**src/rtl/cpu_loader_pkg.sv**
```systemverilog
// Shared types for the CPU program loader: FSM state encoding and header layout.
package cpu_loader_pkg;

    typedef enum logic [2:0] {
        IDLE,
        LD_IMEM,
        LD_DMEM,
        RUN,
        DONE,
        ERR
    } state_e;

    localparam int unsigned NI_LSB = 0;
    localparam int unsigned NI_MSB = 15;
    localparam int unsigned ND_LSB = 16;
    localparam int unsigned ND_MSB = 31;

    // First phase still owed data; a header with NI=ND=0 goes straight to RUN.
    function automatic state_e next_load_state(input logic [15:0] ni, input logic [15:0] nd);
        if (ni != 16'd0) begin
            return LD_IMEM;
        end else if (nd != 16'd0) begin
            return LD_DMEM;
        end else begin
            return RUN;
        end
    endfunction

endpackage

```
**src/rtl/loader_sat_counter.sv**
```systemverilog
// Saturating up-counter with synchronous clear, used for the run and perf counters.
module loader_sat_counter
    import cpu_loader_pkg::*;
#(
    parameter int unsigned CNT_W = 16
) (
    input  logic             clk_i,
    input  logic             rst_n_i,
    input  logic             clr_i,
    input  logic             en_i,
    output logic [CNT_W-1:0] cnt_o
);

    logic [CNT_W-1:0] cnt_q;

    always_ff @(posedge clk_i) begin
        if (!rst_n_i || clr_i) begin
            cnt_q <= '0;
        end else if (en_i && (cnt_q != '1)) begin
            cnt_q <= cnt_q + 1'b1;
        end
    end

    assign cnt_o = cnt_q;

endmodule

```
**src/rtl/cpu_program_loader.sv**
```systemverilog
// Streams a header plus program/data words into IMEM/DMEM, then pulses CPU start.
// Optional perf counters (stall_cnt_o, flush_cnt_o) under CPU_LOADER_PERF_CNT_EN.
module cpu_program_loader
    import cpu_loader_pkg::*;
#(
    parameter  int unsigned IMEM_DEPTH = 256,
    parameter  int unsigned DMEM_BYTES = 32,
    parameter  int unsigned RUN_CYCLES = 30,
    parameter  int unsigned CNT_W      = 16,
    localparam int unsigned IA_W       = $clog2(IMEM_DEPTH),
    localparam int unsigned DA_W       = $clog2(DMEM_BYTES)
) (
    input  logic             clk_i,
    input  logic             rst_n_i,
    input  logic             s_valid_i,
    input  logic [31:0]      s_data_i,
    output logic             s_ready_o,
    input  logic             abort_i,
    output logic             imem_we_o,
    output logic [IA_W-1:0]  imem_addr_o,
    output logic             dmem_we_o,
    output logic [DA_W-1:0]  dmem_addr_o,
    output logic [31:0]      mem_wdata_o,
    output logic             cpu_start_o,
    input  logic             stall_i,
    input  logic             flush_i,
    output logic [CNT_W-1:0] cycle_cnt_o,
    output logic             done_o,
    output logic             err_o
`ifdef CPU_LOADER_PERF_CNT_EN
    ,
    output logic [CNT_W-1:0] stall_cnt_o,
    output logic [CNT_W-1:0] flush_cnt_o
`endif
);

    state_e            state_q;
    logic [15:0]       ni_q;
    logic [15:0]       nd_q;
    logic [15:0]       idx_q;
    logic              imem_we_q;
    logic              dmem_we_q;
    logic [IA_W-1:0]   imem_addr_q;
    logic [DA_W-1:0]   dmem_addr_q;
    logic [31:0]       wdata_q;
    logic              cpu_start_q;
    logic              done_q;
    logic              err_q;

    logic              ready;
    logic              accept;
    logic [15:0]       hdr_ni;
    logic [15:0]       hdr_nd;
    logic              hdr_bad;
    logic              last_word;
    logic              run_last;
    state_e            hdr_next;
    state_e            imem_next;

    always_comb begin
        ready     = ((state_q == IDLE) || (state_q == LD_IMEM) || (state_q == LD_DMEM)) && !abort_i;
        accept    = ready && s_valid_i;
        hdr_ni    = s_data_i[NI_MSB:NI_LSB];
        hdr_nd    = s_data_i[ND_MSB:ND_LSB];
        hdr_bad   = (32'(hdr_ni) > IMEM_DEPTH) || (32'(hdr_nd) > (DMEM_BYTES / 4));
        hdr_next  = next_load_state(hdr_ni, hdr_nd);
        imem_next = next_load_state(16'd0, nd_q);
        last_word = (state_q == LD_IMEM) ? (idx_q == ni_q - 16'd1) : (idx_q == nd_q - 16'd1);
        // Compare one short of the limit so start drops on the edge the count reaches it.
        run_last  = (cycle_cnt_o == CNT_W'(RUN_CYCLES - 1));
    end

    always_ff @(posedge clk_i) begin
        if (!rst_n_i) begin
            state_q     <= IDLE;
            ni_q        <= '0;
            nd_q        <= '0;
            idx_q       <= '0;
            imem_we_q   <= 1'b0;
            dmem_we_q   <= 1'b0;
            imem_addr_q <= '0;
            dmem_addr_q <= '0;
            wdata_q     <= '0;
            cpu_start_q <= 1'b0;
            done_q      <= 1'b0;
            err_q       <= 1'b0;
        end else begin
            imem_we_q <= 1'b0;
            dmem_we_q <= 1'b0;
            if (abort_i) begin
                state_q     <= IDLE;
                idx_q       <= '0;
                cpu_start_q <= 1'b0;
                done_q      <= 1'b0;
                err_q       <= 1'b0;
            end else begin
                unique case (state_q)
                    IDLE: begin
                        if (accept) begin
                            ni_q  <= hdr_ni;
                            nd_q  <= hdr_nd;
                            idx_q <= '0;
                            if (hdr_bad) begin
                                state_q <= ERR;
                                err_q   <= 1'b1;
                            end else begin
                                state_q     <= hdr_next;
                                cpu_start_q <= (hdr_next == RUN);
                            end
                        end
                    end
                    LD_IMEM: begin
                        if (accept) begin
                            imem_we_q   <= 1'b1;
                            imem_addr_q <= idx_q[IA_W-1:0];
                            wdata_q     <= s_data_i;
                            if (last_word) begin
                                idx_q       <= '0;
                                state_q     <= imem_next;
                                cpu_start_q <= (imem_next == RUN);
                            end else begin
                                idx_q <= idx_q + 16'd1;
                            end
                        end
                    end
                    LD_DMEM: begin
                        if (accept) begin
                            dmem_we_q   <= 1'b1;
                            dmem_addr_q <= {idx_q[DA_W-3:0], 2'b00};
                            wdata_q     <= s_data_i;
                            if (last_word) begin
                                idx_q       <= '0;
                                state_q     <= RUN;
                                cpu_start_q <= 1'b1;
                            end else begin
                                idx_q <= idx_q + 16'd1;
                            end
                        end
                    end
                    RUN: begin
                        if (run_last) begin
                            state_q     <= DONE;
                            cpu_start_q <= 1'b0;
                            done_q      <= 1'b1;
                        end
                    end
                    DONE, ERR: begin
                    end
                    default: begin
                        state_q <= IDLE;
                    end
                endcase
            end
        end
    end

    loader_sat_counter #(.CNT_W(CNT_W)) u_cycle_cnt (
        .clk_i   (clk_i),
        .rst_n_i (rst_n_i),
        .clr_i   (abort_i),
        .en_i    (cpu_start_q),
        .cnt_o   (cycle_cnt_o)
    );

`ifdef CPU_LOADER_PERF_CNT_EN
    loader_sat_counter #(.CNT_W(CNT_W)) u_stall_cnt (
        .clk_i   (clk_i),
        .rst_n_i (rst_n_i),
        .clr_i   (abort_i),
        .en_i    (cpu_start_q && stall_i),
        .cnt_o   (stall_cnt_o)
    );

    loader_sat_counter #(.CNT_W(CNT_W)) u_flush_cnt (
        .clk_i   (clk_i),
        .rst_n_i (rst_n_i),
        .clr_i   (abort_i),
        .en_i    (cpu_start_q && flush_i),
        .cnt_o   (flush_cnt_o)
    );
`else
    logic unused_perf_in;
    assign unused_perf_in = stall_i ^ flush_i;
`endif

    assign s_ready_o   = ready;
    assign imem_we_o   = imem_we_q;
    assign imem_addr_o = imem_addr_q;
    assign dmem_we_o   = dmem_we_q;
    assign dmem_addr_o = dmem_addr_q;
    assign mem_wdata_o = wdata_q;
    assign cpu_start_o = cpu_start_q;
    assign done_o      = done_q;
    assign err_o       = err_q;

endmodule
```
**config.mk**
```make
export PLATFORM = sky130hd
export DESIGN_NAME = cpu_program_loader
export DESIGN_NICKNAME = d
export VERILOG_FILES = /design/src/rtl/cpu_loader_pkg.sv /design/src/rtl/loader_sat_counter.sv /design/src/rtl/cpu_program_loader.sv
export SDC_FILE = /design/constraint.sdc
export NUM_CORES = 1
export LEC_CHECK = 0
export ABC_AREA = 1
export CAP_MARGIN = 10
export CORE_MARGIN = 2
export CORE_UTILIZATION = 48
export CTS_CLUSTER_DIAMETER = 60
export DETAILED_ROUTE_END_ITERATION = 16
export HOLD_SLACK_MARGIN = 0.02
export PLACE_DENSITY = 0.77
export SLEW_MARGIN = 25
export SYNTH_ARGS = -nofsm -noshare
export SYNTH_HDL_FRONTEND = slang
export SYNTH_SLANG_ARGS = --single-unit
```
**constraint.sdc**
```tcl
create_clock -name clk_i -period 2.6 [get_ports clk_i]
set_input_delay 0.52 -clock clk_i [delete_from_list [all_inputs] [get_ports clk_i]]
set_output_delay 0.52 -clock clk_i [all_outputs]
set_load 0.01 [all_outputs]
```
### Yosys cells after proc, flatten, opt, wreduce, memory -nomap -nowiden

Cells that the tools add are included.

| storage, ports and cells | value |
|---|---|
| register bits after elaboration | 115 |
| word-level logic and storage cells | 97 |
| output and inout port bits | 67 |

| cells by class | value |
|---|---|
| bitwise logic cells | 5 |
| reduce and logical (&&, ||, !) cells | 29 |
| equality and inequality tests | 19 |
| $lt $le $gt $ge | 2 |
| add/sub/neg operators | 4 |
| multiplexer cells | 25 |

Operator list:

| operator | count |
|---|---|
| $mux W16 | 3 |
| $reduce_bool A16 Y1 | 3 |
| $add A16 B1 Y16 const B | 2 |
| $eq A16 B16 Y1 | 2 |
| $pmux W16 S2 | 1 |
| $sub A16 B1 Y16 const B | 2 |
| $mux W3 | 7 |
| $reduce_and A3 Y1 | 6 |
| $eq A16 B5 Y1 const B | 1 |
| $gt A16 B4 Y1 const B | 1 |
| $gt A16 B9 Y1 const B | 1 |
| $ne A16 B16 Y1 const B | 1 |
| $pmux W3 S5 | 1 |
| $ne A2 B2 Y1 const B | 7 |
| $eq A3 B2 Y1 const B | 4 |
| $mux W1 | 11 |
| $reduce_and A8 Y1 | 1 |
| $reduce_and A7 Y1 | 1 |
| $eq A3 B3 Y1 const B | 2 |
| $reduce_or A2 Y1 | 3 |
| $reduce_or A3 Y1 | 2 |
| $not A1 Y1 | 5 |
| $logic_or A1 B1 Y1 | 4 |
| $pmux W1 S4 | 1 |
| 9 further kinds | 12 |

### Logic depth before layout (Yosys ltp)

Gate-level depths: netlist (run 1).

| logic depth | value |
|---|---|
| depth after elaboration | 7 |
| mapped depth | 21 |
| mapped depth without buffers | 20 |

### Hierarchy

Synthesis (run 1) repeated with hierarchy kept, for this count alone.

| second synthesis, totals | value |
|---|---|
| cell total of the unflattened synthesis | 927 |
| area total of the unflattened synthesis | 6097.1 µm² |

Modules (own cells, without submodules):

| module | times used | area an instance (µm²) | cells an instance | sequential area each (µm²) |
|---|---|---|---|---|
| cpu_program_loader | 1 | 5154.9 | 782 | 1981.9 |
| loader_sat_counter | 1 | 942.2 | 145 | 320.3 |

### Worst setup path before layout (run 1)

Ideal clock, no wire load.

| path | value |
|---|---|
| kind | reg-to-reg |
| from | register state_q[0] |
| to | register cpu_start_q, in the netlist cpu_start_o |
| setup slack | 0.226 ns |
| required time | 2.485 ns |
| data arrival time | 2.259 ns |
| clock period less this slack | 2.374 ns |
| cell stages (with the launch flop) | 18 |
| path buffers | 1 |
| cell sequence | dfxtp_1 inv_2 nor2_4 buf_6 nand3_1 nand2_2 ha_1 xnor2_1 a21oi_1 nand2_1 nor2_1 nand3b_1 nor3_4 nand2_4 a21oi_1 nand3_1 nand2_1 nor2_1 |

| on the way | value |
|---|---|
| cells in the longest elaborated chain, start to end | 7 |

Ends and longest elaborated chain:

| item | RTL line | text |
|---|---|---|
| start, declared | cpu_program_loader.sv:37 | `state_e state_q;` |
| start signal, assigned | cpu_program_loader.sv:107 | `state_q <= hdr_next;` |
| start signal, assigned | cpu_program_loader.sv:119 | `state_q <= imem_next;` |
| $eq A3 B1 Y1 or $logic_not A3 Y1 (tied branches) | cpu_program_loader.sv:61, cpu_program_loader.sv:68, cpu_program_loader.sv:97 |  |
| $logic_or A1 B1 Y1 (2 in series) | cpu_program_loader.sv:61 | `ready = ((state_q == IDLE) \|\| (state_q == LD_IMEM) \|\| (state_q == LD_DMEM)) && !abort_i;` |
| $logic_and A1 B1 Y1 | cpu_program_loader.sv:61 |  |
| $logic_and A1 B1 Y1 | cpu_program_loader.sv:62 | `accept = ready && s_valid_i;` |
| $ne A2 B2 Y1 (no line) | -- |  |
| $reduce_and A8 Y1 (no line) | -- |  |
| end signal, assigned | cpu_program_loader.sv:108 | `cpu_start_q <= (hdr_next == RUN);` |
| end signal, assigned | cpu_program_loader.sv:120 | `cpu_start_q <= (imem_next == RUN);` |
| end, declared | cpu_program_loader.sv:46 | `logic cpu_start_q;` |

Several ways; a longest one is shown, not always the timed one.
A chain may end at the register's enable or synchronous reset.

### Worst setup path after layout (run 1)

| path | value |
|---|---|
| from | register state_q[0] |
| to | register state_q[1] |

| on the way | value |
|---|---|
| cells in the longest elaborated chain, start to end | 7 |

Ends and longest elaborated chain:

| item | RTL line |
|---|---|
| $eq A3 B1 Y1 or $logic_not A3 Y1 (tied branches) | cpu_program_loader.sv:61, cpu_program_loader.sv:68, cpu_program_loader.sv:97 |
| $logic_or A1 B1 Y1 (2 in series) | cpu_program_loader.sv:61 |
| $logic_and A1 B1 Y1 | cpu_program_loader.sv:61 |
| $logic_and A1 B1 Y1 | cpu_program_loader.sv:62 |
| $ne A2 B2 Y1 (no line) | -- |
| $reduce_and A7 Y1 (no line) | -- |

Several ways; a longest one is shown, not always the timed one.

==> reports/metrics.yaml, run 1 <==
status: "completed"
routed_wl_um: 16500
fin_skew_ns: 0.0100
layout_commonest_cell: "nand2_1"
clk_transition_reported_paths_ns: 0.06
syn_inst: 900
synthArstFlopShare_pct: 0
p_leak_nw: 3.34
antenna_found_initial: 0
wl_per_cell_um: 13.9
hpwl_um: 11400
track_usage_pct: 24.8
clk_path_buf_depth: 2
synthToLayoutAreaGrowth_pct: 34.8
layout-drive-gt1-share_pct: 13.6
post-route-min-period_ns: 2.57
peakVddDrop_mv: 0.482
endpoint_kind: "flip-flop"
synth_edf_count: 0
fin_total_pwr_mw: 5.07
antenna-diode-count: 0
first_pass_iters: 5
seq_power_share_pct: 36.9
grt_pass1_vias: 5569
slew_violations: 0
maxCapViolations: 0
clock_latency_ns: 0.42
viasPerCell: 5.18
tightest_slew_ns: 0.933
remaining_drc_errors: 0
most-common-layout-cells: "nand2_1 (161), inv_1 (113), dfxtp_1 (110)"
synth_area_um2: 6030
hold_class: "flip-flop to flip-flop"
hold_violations: 0
cts_tree: "done"
slowest_delay_ns: 0.38
avgSynthCellArea_um2: 6.70
finalSetupViolations: 0
rsz0062_at_grt: "yes"
postRouteAntennaNets: 0
via_count: 6187
critPathMaxFanout: 8
dp.cells: 1155
synth_seq_cells: 115
seq_area_frac_synth_pct: 38.2
synth_top_area_cell: "dfxtp_1"
die_h_um: 116
coreArea_um2: 12100
grt_pass1_wl_um: 26400
cts_root_buf: "clkbuf_16"
timing.final.crit_share_pct: 98.9
clock-sinks: 115
synth_top_area_share_pct: 38.2
grt_max_degree: 65
crit_buf_inv: 1
cts_made_buffers: 17
yosysWarnings: 0
worst_slack_ns: 0.0286
power.switching_mw: 1.46
worst_hold_slack_ns: 0.462
num_io_pins: 105
portBuffers: 100
cp.required_ns: 2.92
final_nets: 1055
first_iter_violations: 476
place.gp.congestion: 0.924
worst-setup-path-type: "flip-flop to flip-flop"
pre_cts_slack_ns: -0.0734
slowest_stage: "dfxtp_4"
synth.distinct_cells: 39
fin_cells: 1194
max_freq_mhz: 389
swShare_pct: 28.8
critPathLaunchType: "flip-flop"
synth-main-ff-cell: "dfxtp_1"
p_int_mw: 3.62
htree_levels: 4
slew_headroom_pct: 37.8
crit_arrival_ns: 2.89
synth.area.top_cells: "dfxtp_1 (38%), nand2_1 (11%), a21oi_1 (8.3%), o21ai_0 (7.1%), inv_1 (7.0%)"
holdBufCountCts: 0
grt_remaining_overflow: 0
combPwrFrac_pct: 17.3
path_cells: "inv_4 -> nor2_4 -> nand3_2 -> nand2_4 -> ha_4 -> xnor2_2 -> a21oi_2 -> nand2_1 -> nor2_1 -> nand3b_1 -> nor3_4 -> nand2_4 -> o21ai_4 -> nand3_2 -> nor2_2 -> nor2_1"
die_area_um2: 13500
pwr-share-clk_pct: 45.9
critical-path-top-delay-family: "simple AND/OR/NAND/NOR gates"
num_rows: 40
die_w_um: 116
power_density_nw_per_um2: 625
start_util_pct: 49.8
==> worst reg2reg max path, cell delays in order (launching register included) <==
cell and delay [ns]:
dfxtp_4 0.38, inv_4 0.04, nor2_4 0.23, nand3_2 0.13
nand2_4 0.10, ha_4 0.20, xnor2_2 0.13, a21oi_2 0.12
nand2_1 0.06, nor2_1 0.10, nand3b_1 0.14, nor3_4 0.30
nand2_4 0.14, o21ai_4 0.11, nand3_2 0.11, nor2_2 0.14
nor2_1 0.05
==> power groups by stage <==
stage	clock network, mW	logic, mW	registers (mW)
global route	2.43	0.980	1.87
CTS	2.35	0.827	1.87
detailed placement	0	0.820	1.90
global placement	0	0.808	1.90
finish	2.33	0.877	1.87
floorplan	0	0.572	1.90
==> cells in the mapped netlist (all sizes together) (4+ instances only) <==
cell type and number:
a21oi 101, o21a 4, nor2 112, buf 9, clkbuf 28, ha 4, nand2 182, dfxtp 115
nor4 5, nand3b 12, nand4 21, nand3 64, o21ai 91, nor3 17, inv 118, xor2 8
==> path summary, 6_finish.rpt <==
kind                      to  cells after the start  slack (ns)        from
setup / recovery  state_q[1]                     16        0.03  state_q[0]
hold / removal        done_o                      2        0.46      done_o
setup reg to reg  state_q[1]                     16        0.03  state_q[0]
hold reg to reg       done_o                      2        0.46      done_o
==> registers in the layout, summed over array words and instances (netlist names), 3 cells and up <==
signal / flops
state_q: 3
imem_addr_o: 8
dmem_addr_o: 3
nd_q: 16
u_cycle_cnt.cnt_o: 16
idx_q: 16
mem_wdata_o: 32
ni_q: 16
==> logic make-up (layout without fill, tap and decap cells) <==
kind of cell / count (synthesis) / in the layout / share of synthesized area, %
adders and majority gates: 4 / 4 / 0.831
other: 1 / 2 / 0.0622
DFF: 115 / 115 / 38.2
buffers and inverters: 155 / 279 / 10.3
and+or+nand+nor: 415 / 416 / 32.0
xor gates and xnor gates: 9 / 9 / 1.31
AOI/OAI and AO/OA: 201 / 201 / 17.3
==> metrics by stage <==
stage          setup TNS [ns]  utilization (%)  area (um2)
4_1_cts                     0             64.9        7870
3_5_place_dp           -0.755             59.9        7250
2_1_floorplan               0                -        6030
5_1_grt                 -1.83             67.1        8120
3_3_place_gp         -0.00123             59.9        7250
6_report                    0             67.1        8120
==> cell type report <==
cell class,instances,area [um2]
clock buffer,19,443
clock inverter,13,148
fill,1073,3990
inverter,118,445
multi-input combinational,632,3300
sequential,115,2310
tap,168,210
timing repair buffer,129,1260
==> per-layer routing <==
metal / up-vias / share of wire (%) / GRT usage (%)
li1: 3171 / - / -
met1: 2847 / 46 / 33.6
met2: 149 / 48 / 38.9
met3: 20 / 5.3 / 6.07
met4: 0 / 1.3 / 8.41
met5: - / 0 / 0
==> repair_timing <==
| item | CTS | global route |
|---|---|---|
| gates cloned | 0 | 2 |
| setup endpoints to repair | 18 | 20 |
| pin swaps | 1 | 22 |
| setup buffers | 1 | 4 |
| gates resized for setup | 1 | 48 |
Power figures use the tool's default switching activity.
==> run 2: changes to the inputs <==
--- a/config.mk
+++ b/config.mk
@@ -5,15 +5,14 @@
 export SDC_FILE = /design/constraint.sdc
 export NUM_CORES = 1
 export LEC_CHECK = 0
-export ABC_AREA = 1
 export CAP_MARGIN = 10
 export CORE_MARGIN = 2
-export CORE_UTILIZATION = 48
+export CORE_UTILIZATION = 47
 export CTS_CLUSTER_DIAMETER = 60
 export DETAILED_ROUTE_END_ITERATION = 16
 export HOLD_SLACK_MARGIN = 0.02
-export PLACE_DENSITY = 0.77
-export SLEW_MARGIN = 25
+export PLACE_DENSITY = 0.76
+export SKIP_LAST_GASP = 1
 export SYNTH_ARGS = -nofsm -noshare
 export SYNTH_HDL_FRONTEND = slang
 export SYNTH_SLANG_ARGS = --single-unit
==> run 2 against run 1 <==
The run now ends with setup timing left. Worst setup slack got worse by 0.56 ns. Routed wire length down 4.0%. Sequential power decreased by 3%. Non-clock buffer count is 48 higher. First-iteration DRC count is 7.1% lower. Synthesized cell count decreased by 23%. Critical path type unchanged. Cell count down 16%. Critical endpoint is now idx_q[1]. Combinational power decreased by 43%.
==> reports/metrics.yaml, run 2 <==
synth_seq_cells: 115
hpwl_um: 11800
cts_root_buf: "clkbuf_16"
avgSynthCellArea_um2: 8.14
via_count: 5462
first_pass_iters: 6
path_cells: "nor3b_4 -> mux2i_2 -> ha_2 -> or4b_4 -> nor4_4 -> o32ai_2 -> a2bb2oi_2 -> nor2_4 -> a211oi_4 -> buf_6 -> buf_6 -> nand3_2 -> a21oi_2"
holdBufCountCts: 0
rsz0062_at_grt: "yes"
critPathLaunchType: "flip-flop"
grt_pass1_vias: 5361
clock-sinks: 115
critPathMaxFanout: 4
yosysWarnings: 0
first_iter_violations: 442
final_nets: 889
largest_reg_flops: 32
synth.area.top_cells: "dfxtp_1 (41%), nand2_1 (11%), a21boi_0 (9.6%), xor2_1 (4.2%), xnor2_1 (4.0%)"
syn_inst: 691
worst-setup-path-type: "flip-flop to flip-flop"
synth-main-ff-cell: "dfxtp_1"
worst_hold_slack_ns: 0.463
maxCapViolations: 0
fin_skew_ns: 0.00686
synth_top_family_by_area: "simple AND/OR/NAND/NOR gates"
seq_area_frac_synth_pct: 40.9
p_leak_nw: 2.88
grt_pass1_wl_um: 26400
viasPerCell: 5.46
synthToLayoutAreaGrowth_pct: 40.7
p_int_mw: 3.40
routed_wl_um: 15900
num_rows: 39
die_w_um: 113
status: "complete, but fails checks"
clock_latency_ns: 0.42
grt_remaining_overflow: 0
post-route-min-period_ns: 3.13
wl_per_cell_um: 15.9
clk_transition_reported_paths_ns: 0.05
utilization_pct: 68.4
cts_made_buffers: 17
yosys.area_share.simple_pct: 26.9
yosysMostFrequentCell: "nand2_1"
most-common-layout-cells: "nand2_1 (163), dfxtp_1 (112), clkdlybuf4s50_1 (99)"
timing.final.crit_share_pct: 120
fin_total_pwr_mw: 4.44
final-seq-area_um2: 2310
hold_class: "flip-flop to flip-flop"
hold_violations: 0
cts_tree: "done"
slowest_delay_ns: 0.48
crit_buf_inv: 2
synth_area_um2: 5620
worst_slack_ns: -0.531
synth_mux_area_share_pct: 3.56
slew_violations: 0
track_usage_pct: 25.9
coreArea_um2: 11600
synth_top_area_cell: "dfxtp_1"
peakVddDrop_mv: 0.430
layout-drive-gt1-share_pct: 15.0
slowest_stage: "or4b_4"
synth-adder-area-share_pct: 0.890
pwr-share-clk_pct: 47.8
crit_arrival_ns: 3.48
die_area_um2: 12900
violations: "setup timing"
synth_edf_count: 0
htree_levels: 4
fill_cells: 911
cp.required_ns: 2.95
critical-path-top-delay-family: "simple AND/OR/NAND/NOR gates"
antenna-diode-count: 0
remaining_drc_errors: 0
seq_power_share_pct: 41.0
start_util_pct: 48.6
synth_xor_area_share_pct: 8.26
power.switching_mw: 1.04
portBuffers: 100
finalSetupViolations: 19
combPwrFrac_pct: 11.2
postRouteAntennaNets: 0
path_common_cell: "buf_6"
multi_input_area_um2: 3210
die_h_um: 113
synth_top_area_share_pct: 40.9
endpoint_kind: "flip-flop"
max_freq_mhz: 319
synth.distinct_cells: 57
layout_commonest_cell: "nand2_1"
clk_path_buf_depth: 2
swShare_pct: 23.5
synth_compound_area_share_pct: 15.9
grt_max_degree: 65
synth_commonest_cells: "nand2_1 (163), dfxtp_1 (115), a21boi_0 (72)"
power_density_nw_per_um2: 562
place.gp.congestion: 0.940
synthArstFlopShare_pct: 0
num_io_pins: 105
antenna_found_initial: 0
==> run 2: changes by cell type in the layout (fill, tap and decap cells not counted), sizes merged, moves of 12 or more <==
cell	change
a21oi	-93
a21boi	+72
nor2	-55
o21ai	-79
buf	+50
xnor2	+25
inv	-118
nand3	-46
nand2	-19
mux2i	+20
xor2	+19
nand4	-12
==> run 2: power groups by stage <==
stage / combinational, mW / sequential (mW) / clock, mW
3_3_place_gp: 0.463 / 1.85 / 0
4_1_cts: 0.480 / 1.82 / 2.15
6_report: 0.499 / 1.82 / 2.12
5_1_grt: 0.539 / 1.82 / 2.24
2_1_floorplan: 0.254 / 1.85 / 0
3_5_place_dp: 0.472 / 1.86 / 0
==> run 2: logic make-up (layout without fill, tap and decap cells) <==
group,Yosys count,in the layout
AO/OA/AOI/OAI,121,121
XOR/XNOR,53,53
adder cells (fa/ha/maj),4,4
buffers and inverters,46,212
flip-flops,115,115
multiplexers,20,20
other,1,2
AND/OR/NAND/NOR,331,331
==> run 2: final timing paths <==
check / from / endpoint / slack [ns] / cells after the start
worst min-delay path: imem_addr_o[0] / imem_addr_o[0] / 0.46 / 2
worst min register to register: imem_addr_o[0] / imem_addr_o[0] / 0.46 / 2
worst max register to register: state_q[1] / idx_q[1] / -0.53 / 13
worst max-delay path: state_q[1] / idx_q[1] / -0.53 / 13
==> run 2: layer usage <==
metal | global-route usage, % | share of wire [%] | up-vias
met1 | 33.3 | 45 | 2555
met4 | 10.2 | 2.8 | 0
met3 | 7.17 | 6.1 | 34
li1 | - | - | 2671
met5 | 0 | 0 | -
met2 | 41.6 | 46 | 202
==> run 2: repair_timing <==
action | in CTS | in global routing
resized for setup | 3 | 10
setup endpoints to repair | 19 | 19
pin swaps | 9 | 8
buffers inserted | 3 | 1
endpoints found under the hold margin | 0 | 0
==> run 2: cell type report <==
type / instances / share of cell area, %
multi-input combinational: 531 / 40.5
sequential: 115 / 29.2
timing repair buffer: 177 / 20.9
clock buffer: 26 / 6.57
tap: 143 / 2.26
clock inverter: 4 / 0.285
inverter: 5 / 0.237
==> run 2: metrics by stage <==
step                instance area (um2)  setup TNS [ns]  std cells  setup WS, ns
floorplan                          5680          -10.57        692        -0.637
global placement                   7290           -6.56        968        -0.455
detailed placement                 7290          -10.36        968        -0.667
CTS                                7860           -9.93       1000        -0.566
global route                       7910          -12.34       1001        -0.680
finish                             7910           -9.48       1001        -0.531
==> run 2: worst min-delay path: cells and delay by family, from the launching register on <==
kind | cells | cell delay (ns)
DFF | 1 | 0.30
AOI/OAI and AO/OA | 1 | 0.06
and+or+nand+nor | 1 | 0.05
